==> config.mk <==
export PLATFORM = sky130hd
export DESIGN_NAME = imem_loader
export DESIGN_NICKNAME = d
export VERILOG_FILES = /design/src/rtl/imem_loader.sv
export SDC_FILE = /design/constraint.sdc
export NUM_CORES = 1
export LEC_CHECK = 0
export CORE_UTILIZATION = 39
export CTS_CLUSTER_DIAMETER = 30
export DETAILED_ROUTE_END_ITERATION = 7
export GPL_ROUTABILITY_DRIVEN = 0
export PLACE_DENSITY = 0.66
export SYNTH_ARGS = -nofsm -noshare
export SYNTH_HDL_FRONTEND = slang
export SYNTH_SLANG_ARGS = --single-unit
==> constraint.sdc <==
create_clock -name clk -period 5.1 [get_ports clk]
set_input_delay 1.02 -clock clk [delete_from_list [all_inputs] [get_ports clk]]
set_output_delay 1.02 -clock clk [all_outputs]
set_load 0.01 [all_outputs]
==> src/rtl/imem_loader.sv <==
// rtl/imem_loader.sv - streams a length-prefixed byte image into instruction memory
//
// Host protocol: after a start pulse the loader takes a 16-bit little-endian
// word count N, then N*4 little-endian data bytes. Each completed word is written
// to instruction memory at byte address 4*i. The processor is held in reset
// until the whole image has been written.
//
// Ports:
//   clk, reset         clock and synchronous active-high reset
//   start              single-cycle request to begin a load
//   byte_valid/data    host byte stream, accepted when byte_ready is high
//   byte_ready         loader accepts a byte this cycle
//   imem_we/addr/wdata instruction-memory write port (one-cycle strobe per word)
//   cpu_reset          holds the processor in reset while loading or after an error
//   busy, done, err    load status flags
//   words_loaded       words written during the current load

module imem_loader #(
    parameter int DEPTH = 64,
    parameter int AW    = 8
) (
    input  logic          clk,
    input  logic          reset,
    input  logic          start,
    input  logic          byte_valid,
    input  logic [7:0]    byte_data,
    output logic          byte_ready,
    output logic          imem_we,
    output logic [AW-1:0] imem_addr,
    output logic [31:0]   imem_wdata,
    output logic          cpu_reset,
    output logic          busy,
    output logic          done,
    output logic          err,
    output logic [15:0]   words_loaded
);

    typedef enum logic [2:0] {
        IDLE   = 3'd0,
        LEN_LO = 3'd1,
        LEN_HI = 3'd2,
        DATA   = 3'd3,
        DONE   = 3'd4,
        ERROR  = 3'd5
    } state_t;

    localparam logic [15:0] DEPTH_W = 16'(DEPTH);

    state_t      state;
    state_t      state_nxt;
    logic [15:0] word_cnt;
    logic [1:0]  byte_idx;
    logic [23:0] partial;

    logic        xfer;
    logic        can_start;
    logic        word_done;
    logic        last_word;
    logic [15:0] len_full;
    logic        len_bad;

    assign xfer      = byte_valid && byte_ready;
    assign can_start = start && (state == IDLE || state == DONE || state == ERROR);
    assign word_done = xfer && (state == DATA) && (byte_idx == 2'd3);
    // words_loaded still holds the index of the word being completed
    assign last_word = (words_loaded + 16'd1) == word_cnt;
    assign len_full  = {byte_data, word_cnt[7:0]};
    assign len_bad   = (len_full == 16'd0) || (len_full > DEPTH_W);

    // State register
    always_ff @(posedge clk) begin
        if (reset) begin
            state <= IDLE;
        end else begin
            state <= state_nxt;
        end
    end

    // Next-state logic
    always_comb begin
        state_nxt = state;
        case (state)
            IDLE, DONE, ERROR: begin
                if (start) state_nxt = LEN_LO;
            end
            LEN_LO: begin
                if (xfer) state_nxt = LEN_HI;
            end
            LEN_HI: begin
                if (xfer) state_nxt = len_bad ? ERROR : DATA;
            end
            DATA: begin
                if (word_done && last_word) state_nxt = DONE;
            end
            default: state_nxt = IDLE;
        endcase
    end

    // State-decoded outputs. The final write strobe lands in the first DONE
    // cycle, so the processor is released only once imem_we has dropped.
    always_comb begin
        byte_ready = 1'b0;
        busy       = 1'b0;
        done       = 1'b0;
        err        = 1'b0;
        cpu_reset  = 1'b1;
        case (state)
            LEN_LO, LEN_HI, DATA: begin
                byte_ready = 1'b1;
                busy       = 1'b1;
            end
            DONE: begin
                done      = 1'b1;
                cpu_reset = imem_we;
            end
            ERROR: begin
                err = 1'b1;
            end
            default: begin
                byte_ready = 1'b0;
            end
        endcase
    end

    // Datapath: length capture, word assembly and the memory write port
    always_ff @(posedge clk) begin
        if (reset) begin
            word_cnt     <= 16'd0;
            byte_idx     <= 2'd0;
            partial      <= 24'd0;
            imem_we      <= 1'b0;
            imem_addr    <= '0;
            imem_wdata   <= 32'd0;
            words_loaded <= 16'd0;
        end else begin
            imem_we <= word_done;

            if (can_start) begin
                words_loaded <= 16'd0;
                byte_idx     <= 2'd0;
                partial      <= 24'd0;
            end

            if (xfer && state == LEN_LO) word_cnt[7:0]  <= byte_data;
            if (xfer && state == LEN_HI) word_cnt[15:8] <= byte_data;

            if (xfer && state == DATA) begin
                byte_idx <= byte_idx + 2'd1;
                case (byte_idx)
                    2'd0: partial[7:0]   <= byte_data;
                    2'd1: partial[15:8]  <= byte_data;
                    2'd2: partial[23:16] <= byte_data;
                    default: begin
                        imem_wdata   <= {byte_data, partial};
                        imem_addr    <= {words_loaded[AW-3:0], 2'b00};
                        words_loaded <= words_loaded + 16'd1;
                    end
                endcase
            end
        end
    end

endmodule

# Word level (Yosys, flattened, before mapping)

Cells that the tools add are included.

Add/sub/neg operators: 2
$lt $le $gt $ge: 1
Equality and inequality tests: 13
Muxes and demuxes: 20
Bitwise operators: 1
Reduce and logical (&&, ||, !) cells: 19

Operator list:

| cell                  | number |
|---|---|
| $mux 16               | 3 |
| $mux 24               | 2 |
| $mux 8                | 3 |
| $add 16x1->16 const B | 1 |
| $eq 16x16->1          | 1 |
| $gt 16x7->1 const B   | 1 |
| $logic_not 16->1      | 1 |
| $mux 3                | 5 |
| $pmux 3 s4            | 1 |
| $reduce_or 3->1       | 3 |
| $ne 2x2->1 const B    | 4 |
| $logic_and 1x1->1     | 7 |
| $eq 3x2->1 const B    | 2 |
| $eq 3x3->1 const B    | 2 |
| $eq 2x2->1 const B    | 2 |
| $mux 1                | 4 |
| $mux 2                | 2 |
| $reduce_and 4->1      | 1 |
| $eq 3x1->1 const B    | 1 |
| $logic_not 3->1       | 1 |
| $logic_or 1x1->1      | 3 |
| $add 2x1->2 const B   | 1 |
| $eq 2x1->1 const B    | 1 |
| $logic_not 2->1       | 1 |
| 3 further kinds       | 3 |

Register bits: 100
Input port bits: 12
Output and inout bits: 62
Word-level logic and storage cells: 65

# Depth between registers and ports, before layout

Depth in word-level cells: 9
Mapped depth: 9
Mapped depth without buffers: 7

# Worst setup path after synthesis

No wires, ideal clock.

Path type: input to register
Start point: input port byte_valid
End point: register words_loaded[14]
Library setup time: 0.070 ns
Arrival time: 2.237 ns
Required time: 5.030 ns
Path slack: 2.793 ns
Stages: 6
Buffers on the path: 2
Cells stage by stage: and4b_1 > buf_2 > nand2_1 > buf_2 > or4_1 > a21oi_1

Word-level cells in the longest chain between the ends: 3

Ends and longest elaborated chain:

| what                 | line | source |
|---|---|---|
| from (decl)          | 25   | `input logic byte_valid,` |
| $logic_and 1x1->1    | 62   | `assign xfer = byte_valid && byte_ready;` |
| $logic_and 1x1->1    | 147  | `if (xfer && state == DATA) begin` |
| $mux 16              | 147  |  |
| to (signal assigned) | 156  | `words_loaded <= words_loaded + 16'd1;` |
| to (decl)            | 35   | `output logic [15:0] words_loaded` |

No other way between the ends.
A chain may end at the register's enable or synchronous reset.

# Worst setup path in the final report

Same ends and word-level chain as after synthesis.

==> results.json <==
{
  "cts_resized": 0,
  "final-hold-violation-count": 0,
  "synth-seq-cells": 100,
  "max_freq_mhz": 319,
  "drt_wl_total_mm": 11.8,
  "crit_type": "in2reg",
  "holdCritPathClass": "reg2reg",
  "power.density_nw_per_um2": 332,
  "worst-r2r-setup-slack_ns": 2.44,
  "cts_tree": "built",
  "routedWlPerCell_um": 15.9,
  "place.port_buffers": 71,
  "slowest_stage": "clkdlybuf4s50_1",
  "place.detailed.instances": 726,
  "design.final.nets": 615,
  "first_pass_grt_wire_length_mm": 19.8,
  "number_of_h_tree_levels": 3,
  "post_synth.cell_area_avg_sq_um": 8.10,
  "setup.worst_path.start_class": "primary input",
  "fillCellCount": 1121,
  "floorplan.core_area_sq_um": 11100,
  "hold_depth": 2,
  "cp_max_fo": 39,
  "clock_input_transition_at_the_sequential_cells_of_the_worst_setup_and_hold_paths_ns": 0.07,
  "asyncSetResetFlopFracSynth_pct": 0,
  "synth-edff-count": 0,
  "setup_repair_after_global_routing_missed_its_margin": "false",
  "max_slew_margin_pct": 32.9,
  "power.static_leakage_uw": 0.00187,
  "synth_top_flop_cell": "dfxtp_1",
  "drt_iter0_drc": 219,
  "tritoncts_num_sinks": 100,
  "final-instance-count-excl-fill": 742,
  "ir_worst_vdd_v": 0.000209,
  "drc": 0,
  "ys_top_cells_by_count": "103 x nand2_1, 100 x dfxtp_1, 67 x a21oi_1",
  "yosys_warnings": 0,
  "number_of_max_capacitance_violations_reported": 0,
  "tightestPinTransition_ns": 1.00,
  "synth_most_common_cell": "nand2_1",
  "synth.lib_cells_used.distinct": 58,
  "cts.path.max_buffers": 2,
  "antenna_found_initial": 0,
  "clock_buffers_created_by_tritoncts": 9,
  "fin_worst_skew_ns": 0.00796,
  "antenna-diode-count": 0,
  "slew_viol_final": 0,
  "antenna_left": 0,
  "final.period_utilization_pct": 61.4,
  "route.detailed.vias_per_inst": 5.44,
  "gr-usage-all-layers_pct": 21.4,
  "synth_largest_area_cell": "dfxtp_1",
  "synth.top_cells.by_area": "dfxtp_1 44%, nand2_1 8.6%, a21oi_1 7.4%, nor2_1 5.1%, a22oi_1 4.2%",
  "r2r-end": "state[0]",
  "drt_pass1_iterations": 6,
  "finalWorstPathRequiredPeriod_ns": 3.13,
  "worst_reg2reg_path_length_in_cells": 7,
  "synth_top_area_share_pct": 44.3,
  "worst_ep_required_time_ns": 5.37,
  "vias_in_the_first_global_route": 3943,
  "syn_inst": 558,
  "synth.cell_area_sq_um": 4520,
  "drive_gt1_share_pct": 5.65,
  "clock_insertion_delay_worst_skew_ns": 0.35,
  "detailed_placer_s_ending_hpwl_mm": 7.82,
  "setup_viol": 0,
  "post-cts-setup-buffer-count": 0,
  "overflow": 0,
  "holdBufCountCts": 0,
  "worst_hold_path.endpoint": "imem_wdata[18]",
  "pin_count_of_the_biggest_net_entering_global_routing": 57,
  "synth-seq-area-share_pct": 44.3,
  "initial_utilization_pct": 40.8,
  "std_cell_rows": 38,
  "io_pins": 74,
  "crit_chain": "clkdlybuf4s50_1 > and4b_1 > nand2_2 > buf_4 > or4_1 > a21oi_1",
  "dieArea_sq_um": 12000,
  "status": "finished, final reports clean",
  "die_h_um": 110,
  "r2r_start": "words_loaded[0]",
  "fin_setup_tns_ns": 0,
  "critPathArrivalTime_ns": 3.40,
  "cts_root_buf": "clkbuf_16",
  "cp-end-kind": "register",
  "detailroute.via_count": 4039,
  "layout-area-overhead-vs-synth_pct": 22.2,
  "hold_path.startpoint": "partial[18]",
  "die_width_um": 110,
  "max_stage_delay_ns": 0.54
}
routing by layer:
metal | wire length (um) | vias to the layer above | track usage, % | share of wire (%)
li1 | - | 2004 | - | -
met1 | 5460 | 1906 | 27.3 | 46
met2 | 5530 | 116 | 35.6 | 47
met3 | 634 | 13 | 5.22 | 5.4
met4 | 157 | 0 | 6.48 | 1.3
met5 | 0 | - | 0 | 0
critical path: cells and delay by family:
kind                   cells  cell delay, ns
and+or+nand+nor            3            1.32
AOI/OAI and AO/OA          1            0.15
buffers and inverters      2            0.91
layout make-up:
class                           instances  area [sq um]  area share (%)
Clock buffer                           10           239            4.33
Clock inverter                          6          68.8            1.25
Inverter                                7          26.3           0.476
Multi-Input combinational cell        405          2280            41.4
Sequential cell                       100          2000            36.2
Tap cell                              140           175            3.17
Timing Repair Buffer                   74           728            13.2
per-stage QoR:
| step | utilization [%] | setup WS (ns) | power (uW) | hold slack, ns | instance area, sq um |
|---|---|---|---|---|---|
| after floorplan | - | 2.79 | 1060 | 0.432 | 4520 |
| after global placement | 47.1 | 1.70 | 1140 | 0.440 | 5220 |
| after detailed placement | 47.1 | 1.63 | 1150 | 0.444 | 5220 |
| after CTS | 49.9 | 1.99 | 1850 | 0.454 | 5520 |
| after global routing | 49.9 | 1.81 | 1920 | 0.471 | 5520 |
| final | 49.9 | 1.97 | 1840 | 0.452 | 5520 |
worst max path at each step:
stage | start | end | slack [ns] | cells after the start
2_1_floorplan | byte_valid | words_loaded[14] | 2.79 | 6
3_3_place_gp | byte_valid | words_loaded[14] | 1.70 | 6
3_5_place_dp | byte_valid | words_loaded[14] | 1.63 | 6
4_1_cts | byte_valid | words_loaded[14] | 1.99 | 6
5_1_grt | byte_valid | words_loaded[14] | 1.81 | 6
6_report | byte_valid | words_loaded[14] | 1.97 | 6
registers in the layout, summed over array words and instances, names as in the netlist:
| register | flops |
|---|---|
| imem_wdata | 32 |
| partial | 24 |
| word_cnt | 16 |
| words_loaded | 16 |
| imem_addr | 6 |
| state | 3 |
| byte_idx | 2 |
| imem_we | 1 |
cells in the final DEF, fill, tap and decap left out, types with 3 or more instances in the layout:
master             n
nor3b_1            3
a211oi_1           3
a31oi_1            3
xor2_1             6
xnor2_1           13
nor3_1             5
or4_1              5
clkdlybuf4s50_1   70
clkbuf_16          9
ha_1               6
o21ai_0           17
nor2_1            61
nor2b_1            3
a21oi_1           67
or3_1              6
mux2i_1            9
and2_1             6
nand2_1          102
inv_1              7
dfxtp_1          100
a22oi_1           25
buf_4              3
nand3_1            7
nor4_1             6
and3_1             5
nand4_1            8
kinds of logic (layout without fill, tap and decap cells):
logic type      count (synthesis)  after routing  synth area share, %
buf+inv                        54             97                 5.29
other cells                     1              2               0.0830
flops                         100            100                 44.3
mux                             9              9                 1.99
xor+xnor                       20             20                 4.21
compound gates                132            132                 17.7
fa+ha+maj                       6              6                 1.66
simple gates                  236            236                 24.8
power breakdown:
group	leakage, uW	internal [uW]	switching (uW)	total [uW]
Clock	0.000155	399	307	706
Combinational	0.000909	115	159	275
Sequential	0.000807	808	47.1	855
Total	0.00187	1320	514	1840
Power figures use the tool's default switching activity.
